==> config.mk <==
export PLATFORM = sky130hd
export DESIGN_NAME = regfile_sb
export DESIGN_NICKNAME = d
export VERILOG_FILES = /design/src/rtl/regfile_pkg.sv /design/src/rtl/regfile_sb_bits.sv /design/src/rtl/regfile_sb.sv
export SDC_FILE = /design/constraint.sdc
export NUM_CORES = 1
export LEC_CHECK = 0
export CAP_MARGIN = 10
export CELL_PAD_IN_SITES_DETAIL_PLACEMENT = 1
export CELL_PAD_IN_SITES_GLOBAL_PLACEMENT = 2
export CORE_ASPECT_RATIO = 1.4
export CORE_UTILIZATION = 41
export CTS_CLUSTER_SIZE = 16
export DETAILED_ROUTE_END_ITERATION = 10
export PLACE_DENSITY_LB_ADDON = 0.1
export SLEW_MARGIN = 20
export SYNTH_ARGS = -nofsm -noshare
export SYNTH_HDL_FRONTEND = slang
export SYNTH_HIERARCHICAL = 1
export SYNTH_SLANG_ARGS = --single-unit
==> constraint.sdc <==
create_clock -name clk -period 3.6 [get_ports clk]
set_input_delay 0.72 -clock clk [delete_from_list [all_inputs] [get_ports clk]]
set_output_delay 0.72 -clock clk [all_outputs]
set_load 0.01 [all_outputs]
==> src/rtl/regfile_pkg.sv <==
// Shared constants and helpers for the scoreboarded register file.
package regfile_pkg;
  localparam int N_DEF = 8;
  localparam int A_DEF = 2;

  // Busy count must hold the full depth, so one bit wider than the address.
  function automatic int cnt_w(input int a);
    return a + 1;
  endfunction
endpackage

==> src/rtl/regfile_sb_bits.sv <==
// Scoreboard: one busy bit per register plus a registered population count.
module sb_bits
  import regfile_pkg::*;
#(
  parameter int A       = A_DEF,
  parameter bit ZERO_R0 = 1'b0,
  localparam int D      = 2**A,
  localparam int CW     = cnt_w(A)
) (
  input  logic          clk,
  input  logic          rst_n,
  input  logic          wr_en,
  input  logic [A-1:0]  wr_num,
  input  logic          rsv_en,
  input  logic [A-1:0]  rsv_num,
  output logic          rsv_ok,
  output logic [D-1:0]  busy,
  output logic [CW-1:0] busy_cnt
);

  logic [D-1:0]  busy_q, busy_d;
  logic [CW-1:0] cnt_q, cnt_d;
  logic          rsv_hit_wr, rsv_fire, inc, dec;

  always_comb begin
    rsv_hit_wr = wr_en && (wr_num == rsv_num);
    rsv_ok     = !busy_q[rsv_num] || rsv_hit_wr;
    if (ZERO_R0 && (rsv_num == '0)) rsv_ok = 1'b0;
    rsv_fire   = rsv_en && rsv_ok;
    // Same-index clear+set leaves the bit set, so only a genuinely new bit counts up
    // and a clear that is overridden by the set does not count down.
    inc        = rsv_fire && !busy_q[rsv_num];
    dec        = wr_en && busy_q[wr_num] && !(rsv_fire && rsv_hit_wr);
    cnt_d      = cnt_q + CW'(inc) - CW'(dec);
  end

  always_comb begin
    busy_d = busy_q;
    for (int i = 0; i < D; i++) begin
      if (wr_en && (wr_num == A'(i)))     busy_d[i] = 1'b0;
      if (rsv_fire && (rsv_num == A'(i))) busy_d[i] = 1'b1;
    end
  end

  always_ff @(posedge clk or negedge rst_n) begin
    if (!rst_n) begin
      busy_q <= '0;
      cnt_q  <= '0;
    end else begin
      busy_q <= busy_d;
      cnt_q  <= cnt_d;
    end
  end

  assign busy     = busy_q;
  assign busy_cnt = cnt_q;

endmodule

==> src/rtl/regfile_sb.sv <==
// Two-read / one-write register file with write bypass and a reservation scoreboard.
module regfile_sb
  import regfile_pkg::*;
#(
  parameter int N       = N_DEF,
  parameter int A       = A_DEF,
  parameter bit ZERO_R0 = 1'b0,
  parameter bit BYPASS  = 1'b1
) (
  input  logic         clk,
  input  logic         rst_n,
  input  logic         wr_en,
  input  logic [A-1:0] wr_num,
  input  logic [N-1:0] wr_data,
  input  logic [A-1:0] rd0_num,
  input  logic [A-1:0] rd1_num,
  output logic [N-1:0] rd0_data,
  output logic [N-1:0] rd1_data,
  output logic         rd0_busy,
  output logic         rd1_busy,
  input  logic         rsv_en,
  input  logic [A-1:0] rsv_num,
  output logic         rsv_ok,
  output logic [A:0]   busy_cnt
);

  localparam int D = 2**A;

  logic [D-1:0][N-1:0] data_q, data_d;
  logic [D-1:0]        busy;
  logic [1:0][A-1:0]   rd_num;
  logic [1:0][N-1:0]   rd_data;
  logic [1:0]          rd_busy;

  sb_bits #(.A(A), .ZERO_R0(ZERO_R0)) u_sb (
    .clk      (clk),
    .rst_n    (rst_n),
    .wr_en    (wr_en),
    .wr_num   (wr_num),
    .rsv_en   (rsv_en),
    .rsv_num  (rsv_num),
    .rsv_ok   (rsv_ok),
    .busy     (busy),
    .busy_cnt (busy_cnt)
  );

  always_comb begin
    data_d = data_q;
    if (wr_en && !(ZERO_R0 && (wr_num == '0))) data_d[wr_num] = wr_data;
  end

  always_ff @(posedge clk or negedge rst_n) begin
    if (!rst_n) data_q <= '0;
    else        data_q <= data_d;
  end

  assign rd_num = {rd1_num, rd0_num};

  always_comb begin
    rd_data = '0;
    rd_busy = '0;
    for (int p = 0; p < 2; p++) begin
      rd_data[p] = data_q[rd_num[p]];
      rd_busy[p] = busy[rd_num[p]];
      if (BYPASS && wr_en && (wr_num == rd_num[p])) begin
        rd_data[p] = wr_data;
        rd_busy[p] = 1'b0;
      end
      // Hard-wired zero register wins over the bypass path.
      if (ZERO_R0 && (rd_num[p] == '0)) begin
        rd_data[p] = '0;
        rd_busy[p] = 1'b0;
      end
    end
  end

  assign rd0_data = rd_data[0];
  assign rd1_data = rd_data[1];
  assign rd0_busy = rd_busy[0];
  assign rd1_busy = rd_busy[1];

endmodule

* After elaboration in Yosys (flattened, before gate mapping) *
Cells that the tools add are included.

storage, ports and cells
  register bits = 39
  input port bits = 20
  output and inout bits = 22
  logic and storage cells = 78

operators by class
  add/subtract/negate cells = 2
  $lt $le $gt $ge = 5
  equal/unequal tests = 9
  multiplexer cells = 27
  reduce and logical (&&, ||, !) cells = 26

operator list
  operator                                                           count
  two-way mux 8 bit                                                  5
  binary-select mux 8 bit (select 2 bit)                             2
  bitwise mux 32 bit                                                 1
  logical AND 1 bit                                                  17
  demux 8 bit (select 2 bit)                                         1
  two-way mux 1 bit                                                  14
  less-than comparator 2 x 3 -> 1 bit, second input constant         4
  binary-select mux 1 bit (select 2 bit)                             4
  == test 2 bit, second input constant                               4
  nonzero test 2 bit                                                 4
  == test 2 bit                                                      3
  == test 2 x 1 -> 1 bit, second input constant                      2
  zero test 2 bit                                                    2
  adder 3 x 1 -> 3 bit                                               1
  subtractor 3 x 1 -> 3 bit                                          1
  greater-or-equal comparator 2 x 1 -> 1 bit, second input constant  1
  zero test 1 bit                                                    2
  logical OR 1 bit                                                   1

* Longest topological paths before layout *
Gate-level depths: netlist (run 1).

  word-level depth = 9
  gate-level depth with buffers = 9
  gate-level depth less buffers = 9

* By module *
The synthesis (run 1) kept the hierarchy.

by module, submodules not included
  module      instances  cells each  area an instance (um2)  sequential area each (um2)
  regfile_sb  1          117         2015.7                  800.8
  sb_bits     1          40          452.9                   175.2

* Least setup slack after synthesis (run 1) *
Ideal clock, no wire load.

  kind = input -> register
  start = input wr_num[0]
  end = register u_sb.cnt_q[2] (netlist: u_sb/busy_cnt[2])
  library setup time = 0.124 ns
  data arrival time = 2.479 ns
  required time = 3.476 ns
  slack = 0.996 ns
  stages = 9
  path buffers = 0
  cell sequence = mux4_1 > o311a_2 > ha_1 > inv_1 > ha_1 > inv_1 > fa_1 > xnor2_1 > xnor2_1

on the way
  cells in the longest elaborated chain, start to end = 8
  elaborated cells between the ends (all ways) = 13
  those cells by class = add/sub: 2; eq/ne: 1; mux: 2; reduce/logical: 8

ends and longest elaborated chain
  element                                                       RTL line               text
  start: declaration                                            regfile_sb.sv:13       input logic [A-1:0] wr_num,
  branches (longest 7 deep; another with adder 3 x 1 -> 3 bit)  --
  subtractor 3 x 1 -> 3 bit (*)                                 regfile_sb_bits.sv:34  cnt_d = cnt_q + CW'(inc) - CW'(dec);
  named net u_sb.cnt_d[2]                                       regfile_sb_bits.sv:22  logic [CW-1:0] cnt_q, cnt_d;
  end signal: assignment                                        regfile_sb_bits.sv:51  cnt_q <= cnt_d;
  end: declaration                                              regfile_sb_bits.sv:22

Mark *: on every way through the listed nets, which the timed path passes. The select of a mux whose other input is x is not followed.
A chain may end at the register's enable or synchronous reset.

* Worst setup path in the final report (run 1) *
  start = input wr_num[1]
  end = output rd1_data[6]

on the way
  cells in the longest elaborated chain, start to end = 3

ends and longest elaborated chain
  element            RTL line          text
  == test 2 bit      regfile_sb.sv:65  if (BYPASS && wr_en && (wr_num == rd_num[p])) begin
  logical AND 1 bit  regfile_sb.sv:65
  two-way mux 8 bit  regfile_sb.sv:65
  end: declaration   regfile_sb.sv:18  output logic [N-1:0] rd1_data,

Every way passes these cells.

==> results.md, run 1 <==
| Metric | Value | Unit |
|---|---|---|
| FILL cells | 575 | - |
| Number of antenna-violating nets in the routed design | 0 | - |
| Sequential share of the synthesized area | 0.395 | - |
| Power density normalized to cell area | 530 | mW/mm^2 |
| Number of violations of the max-capacitance limit | 0 | - |
| Inserted Diodes | 0 | - |
| 1st-pass router iterations | 5 | - |
| Setup Crit Path Kind | in2out | - |
| Proportion of layout cells with a drive suffix above 1 | 0.435 | - |
| Hold Violations, Final | 0 | - |
| Routed WL | 5840 | um |
| Final setup viols | 0 | - |
| Most common library cell in the layout ignoring fill and taps | clkdlybuf4s50_1 | - |
| Area of the core | 0.00582 | mm^2 |
| Number of gates resized after CTS | 0 | - |
| Number of pins exceeding their max-slew limit in the final report | 0 | - |
| Starting DRT DRC Count | 44 | - |
| HPWL after detailed placement | 4250 | um |
| Global-route wire length before repair | 9490 | um |
| Biggest fanout along the worst timing path | 9 | - |
| Routed vias/inst | 5.82 | - |
| Combined area of the multi-input logic cells | 0.00142 | mm^2 |
| Area growth from synthesis to layout | 26.8 | % |
| Initial core utilization | 0.424 | - |
| Remaining global-route overflow | 0 | - |
| Number of synthesized register bits | 39 | - |
| Critical path data required time | 2.88 | ns |
| Count of input and output buffers | 41 | - |
| Worst vdd rail ir drop | 0.000280 | V |
| Max transition margin | 0.410 | - |
| Endpoint kind of the worst setup timing path | output port | - |
| Clock-pin slew on the worst setup and hold paths | 0.08 | ns |
| Max Clock Skew | 0.00614 | ns |
| Internal reg-to-reg setup slack | 1.22 | ns |
| Outcome | complete, no violations | - |
| Top achievable clock speed | 0.291 | GHz |
| Vias in the first global route | 1,790 | - |
| Simple-gate share of the synthesized area | 0.0552 | - |
| Post-route clock period utilization | 0.956 | - |
| CTS buffer count | 5 | - |
| Antenna violations before repair | 0 | - |
| Area of the die | 0.00634 | mm^2 |
| Post-DR wirelength/cell | 21.1 | um |
| Setup TNS | 0 | ns |
| Depth of the most critical reg-to-reg path | 9 | - |
| CTS H-tree lvls | 2 | - |
| Post-layout min period | 3.44 | ns |
| Register Area | 976 | um^2 |
| Number of instances in the synthesized netlist | 157 | - |
| Min-Delay Path Class | reg2reg | - |
| Kind of launch point of the worst setup path | input pin | - |
| Critical Path AT | 2.72 | ns |
| Number of buffers on the longest clock path | 2 | - |
| Hold-fix buffers at CTS | 0 | - |
| Leak | 1.32 | nW |
| Number of primary I/O pins | 42 | - |
| Final-stage net count | 229 | - |
| DR DRC count | 0 | - |
| Net count after synthesis | 180 | - |
| Clk_lat worst skew | 0.29 | ns |
| Total number of clock tree sinks | 39 | - |
| Post-route core utilization | 0.538 | - |
| Gpl congestion | 0.793 | - |
| Post-synthesis compound-gate area fraction | 0.0309 | - |
| Cell depth of the worst hold path | 1 | - |
| Post-synth design cell area | 0.00247 | mm^2 |
| CTS tree | built | - |
| Die Width | 67.6 | um |
| XOR/XNOR Fraction of Synth Area | 0.0405 | - |
| Maximum number of pins on one net before global-route repair | 40 | - |
| Buffers inserted during post-CTS setup optimization | 0 | - |
| Cell variety after synth | 29 | - |
| Number of rows created at floorplan | 33 | - |
| Vias | 1,612 | - |
| Slew at the pin with the worst max-slew slack | 0.884 | ns |
| Share of synthesized cell area in full adder, half adder and majority cells | 0.0182 | - |
| Leading cell types in the layout, fill and taps excluded | 40 x clkdlybuf4s50_1, 39 x dfrtp_1, 32 x mux2_2, 17 x mux4_2, 16 x mux2_4 | - |
| Unrepaired setup endpoints after global routing | no | - |
| Ys Warns | 6 | - |
| Dominant combinational cell family by area after synthesis | multiplexers | - |
| Average instance area after synthesis | 15.7 | um^2 |
| Clock tree root driver cell | clkbuf_8 | - |
| Vertical die dimension | 93.8 | um |
| Share of cell area taken by muxes after synthesis | 0.430 | - |
| Global-route total usage across every layer | 0.211 | - |
-- through the flow --
step                worst slack, ns  hold slack (ns)  total power, W  cell area (um^2)  instances
finish                        0.158            0.476         0.00166              3130        277
global route                 0.0913            0.524         0.00175              3130        277
CTS                           0.127            0.482         0.00168              3130        277
detailed placement            0.132            0.466         0.00125              3000        269
global placement              0.145            0.466         0.00121              3000        269
floorplan                     0.996            0.424        0.000979              2470        157
-- power breakdown --
part           total, W  leakage [nW]  internal, W  switching [W]
Combinational  0.000611         0.795     0.000397       0.000214
Clock          0.000430        0.0654     0.000277       0.000153
Sequential     0.000618         0.462     0.000537      0.0000811
Total           0.00166          1.32      0.00121       0.000448
-- kinds of logic after synthesis --
kind of cell	after synthesis
AOI/OAI and AO/OA	10
xor gates and xnor gates	8
adders and majority gates	3
buffers and inverters	13
DFF	39
muxes	68
and+or+nand+nor	16
-- worst paths after layout --
kind,start,endpoint
min,u_sb/busy_cnt[2],u_sb/busy_cnt[2]
max,wr_num[1],rd1_data[6]
min in group asynchronous,rst_n,data_q[8]
min reg2reg,u_sb/busy_cnt[2],u_sb/busy_cnt[2]
max reg2reg,u_sb/busy[3],u_sb/busy_cnt[2]
max in group asynchronous,rst_n,data_q[18]
-- cells in the mapped netlist, drive strengths merged --
cell type	n	share of area
or3	1	0.0030
mux4	20	0.19
a22o	2	0.0071
nand3b	4	0.012
buf	7	0.020
nand2b	1	0.0025
nor3b	1	0.0076
o311a	1	0.0046
nor2	1	0.0015
o21ai	4	0.0081
fa	1	0.0081
nand3	4	0.018
a32o	2	0.0081
ha	2	0.010
xor2	2	0.0071
xnor2	6	0.033
mux2	48	0.24
inv	6	0.0091
dfrtp	39	0.40
o31ai	1	0.0030
and2	2	0.0051
and3	2	0.0051
-- cell type report --
| type | count | share of cell area |
|---|---|---|
| Timing Repair Buffer | 49 | 0.157 |
| Clock inverter | 2 | 0.0192 |
| Sequential cell | 39 | 0.312 |
| Inverter | 6 | 0.00720 |
| Clock buffer | 6 | 0.0232 |
| Multi-Input combinational cell | 105 | 0.454 |
| Tap cell | 70 | 0.0280 |
-- critical path, cell delays in order --
cell	delay (ns)
clkdlybuf4s50_1	0.74
xnor2_2	0.19
nand3_4	0.23
mux2_4	0.37
clkdlybuf4s50_1	0.48
-- metal layers --
| layer | global-route usage | part of all wire |
|---|---|---|
| met2 | 0.375 | 0.56 |
| met1 | 0.248 | 0.40 |
| met5 | 0 | 0 |
| met4 | 0.0585 | 0.0099 |
| met3 | 0.0425 | 0.038 |
-- sequential cells by signal, summed over array words and instances (netlist names) --
name           count
data_q            32
u_sb/busy          4
u_sb/busy_cnt      3
No activity file was read; power rests on OpenSTA's default activity.
==> run 2: changes to the inputs <==
ABC_CLOCK_PERIOD_IN_PS = 3600   (was default)
==> results of run 2 <==
The final DEF is identical to that of run 1; final timing and power are the same.
==> run 3: changes to the inputs <==
CORE_MARGIN = 5   (was default)
==> results.md, run 3 (synthesized netlist as in run 1, its figures left out) <==
| Metric | Value | Unit | vs previous |
|---|---|---|---|
| Hold Violations, Final | 0 | - | unchanged |
| Die Width | 75.6 | um | +12% |
| Total number of clock tree sinks | 39 | - | unchanged |
| Maximum number of pins on one net before global-route repair | 40 | - | unchanged |
| Master of the slowest instance on the critical path | clkdlybuf4s50_1 | - |  |
| Setup slack at placement | 0.0515 | ns | -0.0802 ns |
| Leak | 1.32 | nW | about the same |
| Number of flip-flops in the largest register | 32 | - | unchanged |
| Min-Delay Path Class | reg2reg | - |  |
| Area of the die | 0.00769 | mm^2 | +21% |
| Register bank with the most flops | data_q | - |  |
| Count of input and output buffers | 41 | - | unchanged |
| Setup Crit Path Kind | in2out | - |  |
| CTS buffer count | 5 | - | unchanged |
| Number of violations of the max-capacitance limit | 0 | - | unchanged |
| Worst path cell trace | clkdlybuf4s50_1 -> xnor2_2 -> nand3_4 -> mux2_4 -> clkdlybuf4s50_1 | - |  |
| Endpoint kind of the worst setup timing path | output port | - |  |
| Setup TNS | 0 | ns | unchanged |
| Global-route wire length before repair | 9690 | um | +2.2% |
| Clk_lat worst skew | 0.29 | ns | about the same |
| Slew at the pin with the worst max-slew slack | 0.892 | ns | +0.00732 ns |
| Number of antenna-violating nets in the routed design | 0 | - | unchanged |
| Post-DR wirelength/cell | 21.0 | um | -0.55% |
| Area of the core | 0.00586 | mm^2 | +0.71% |
| Largest incremental delay on the critical path | 0.63 | ns | -0.11 ns |
| Biggest fanout along the worst timing path | 9 | - | unchanged |
| Antenna violations before repair | 0 | - | unchanged |
| Max transition margin | 0.406 | - | -0.00488 |
| Max Clock Skew | 0.00441 | ns | -0.00173 ns |
| Placed Cells | 270 | - | +0.37% |
| Unrepaired setup endpoints after global routing | no | - |  |
| HPWL after detailed placement | 4340 | um | +2.1% |
| Critical Path AT | 2.74 | ns | +0.02 ns |
| Post-route clock period utilization | 0.962 | - | +0.00626 |
| Worst vdd rail ir drop | 0.000249 | V | -11% |
| Post-place instance area | 0.00300 | mm^2 | +0.25% |
| Outcome | complete, no violations | - |  |
| Top achievable clock speed | 0.289 | GHz | -0.65% |
| Vias in the first global route | 1,865 | - | +4.2% |
| Internal reg-to-reg setup slack | 1.23 | ns | about the same |
| Global-route total usage across every layer | 0.171 | - | -0.0402 |
| Final setup viols | 0 | - | unchanged |
| Proportion of layout cells with a drive suffix above 1 | 0.435 | - | unchanged |
| Vertical die dimension | 102 | um | +8.5% |
| Vias | 1,604 | - | -0.50% |
| Cell depth of the worst hold path | 1 | - | unchanged |
| Leading cell types in the layout, fill and taps excluded | 39 x dfrtp_1, 39 x clkdlybuf4s50_1, 32 x mux2_2, 17 x mux4_2, 16 x mux2_4 | - |  |
| Post-route design area | 0.00311 | mm^2 | -0.64% |
| Kind of launch point of the worst setup path | input pin | - |  |
| Crit-path leading delay family | buffers and inverters | - |  |
| Remaining global-route overflow | 0 | - | unchanged |
| Reg-to-Reg Start | u_sb/busy[1] | - |  |
| Number of pins exceeding their max-slew limit in the final report | 0 | - | unchanged |
| DR DRC count | 0 | - | unchanged |
| Post-route non-filler standard cell count | 277 | - | unchanged |
| FILL cells | 572 | - | -0.52% |
| Inserted Diodes | 0 | - | unchanged |
| Number of rows created at floorplan | 33 | - | unchanged |
| Routed WL | 5810 | um | -0.55% |
| Post-layout min period | 3.46 | ns | +0.0225 ns |
| Depth of the most critical reg-to-reg path | 9 | - | unchanged |
| Number of buffers on the longest clock path | 2 | - | unchanged |
| Starting DRT DRC Count | 57 | - | +30% |
| Hold Crit Endpoint | u_sb/busy_cnt[2] | - |  |
| Initial core utilization | 0.421 | - | -0.00299 |
| Startpoint of the most critical hold path | u_sb/busy_cnt[2] | - |  |
| Reg-to-Reg End | u_sb/busy_cnt[2] | - |  |
| Gpl congestion | 0.908 | - | +15% |
| CTS tree | built | - |  |
| Power density normalized to cell area | 506 | mW/mm^2 | -4.5% |
| 1st-pass router iterations | 4 | - | -1 |
| CTS H-tree lvls | 2 | - | unchanged |
| Final-stage net count | 230 | - | +0.44% |
| Critical path data required time | 2.88 | ns | about the same |
| Area growth from synthesis to layout | 26.0 | % |  |
| Buffers inserted during post-CTS setup optimization | 0 | - | unchanged |
| Worst Path Buf+Inv | 2 | - | unchanged |
| Fin worst setup slack | 0.136 | ns | -0.0225 ns |
| Clock-pin slew on the worst setup and hold paths | 0.07 | ns | about the same |
| Clock tree root driver cell | clkbuf_8 | - |  |
| Routed vias/inst | 5.79 | - | -0.50% |
| Number of primary I/O pins | 42 | - | unchanged |
| Most repeated library cell on the critical path | clkdlybuf4s50_1 | - |  |
| Final total power | 0.00157 | W | -5.1% |
-- run 3: cell type report --
class                      instances  area [um^2]  share of cell area
timing repair buffer              50          500               0.161
clock inverter                     1         30.0             0.00966
clock buffer                       6         72.6              0.0233
sequential                        39          976               0.314
multi-input combinational        105         1420               0.457
inverter                           6         22.5             0.00724
tap                               70         87.6              0.0282
-- run 3: through the flow --
stage	hold slack, ns	utilization
after detailed placement	0.481	0.512
after global routing	0.501	0.530
final	0.486	0.530
after floorplan	0.424	-
after CTS	0.495	0.530
after global placement	0.472	0.512
-- run 3: report_power, final --
| part | switching [W] | total, W | internal [W] |
|---|---|---|---|
| logic | 0.000212 | 0.000609 | 0.000397 |
| registers | 0.0000789 | 0.000616 | 0.000537 |
| clock network | 0.000146 | 0.000349 | 0.000203 |
-- run 3: worst max-delay path by stage --
stage / start / endpoint / slack (ns) / cells after the start
floorplan: wr_num[0] / u_sb/busy_cnt[2] / 1.0 / 9
global route: wr_num[0] / rd0_data[7] / 0.02 / 5
CTS: wr_num[1] / rd0_data[3] / 0.11 / 5
global placement: wr_num[0] / u_sb/busy_cnt[2] / 0.14 / 10
detailed placement: wr_num[0] / u_sb/busy_cnt[2] / 0.05 / 10
finish: wr_num[0] / rd1_data[7] / 0.14 / 5
-- run 3: timing repair --
action,in CTS,in global routing
hold buffers,0,0
setup endpoints to repair,0,8
resized for setup,0,1
-- run 3: layer usage --
metal  track usage  part of all wire  wire length (um)
met5             0                 0                 0
met4        0.0619             0.017                99
met3        0.0394             0.043               247
met2         0.293              0.54              3150
met1         0.206              0.40              2310
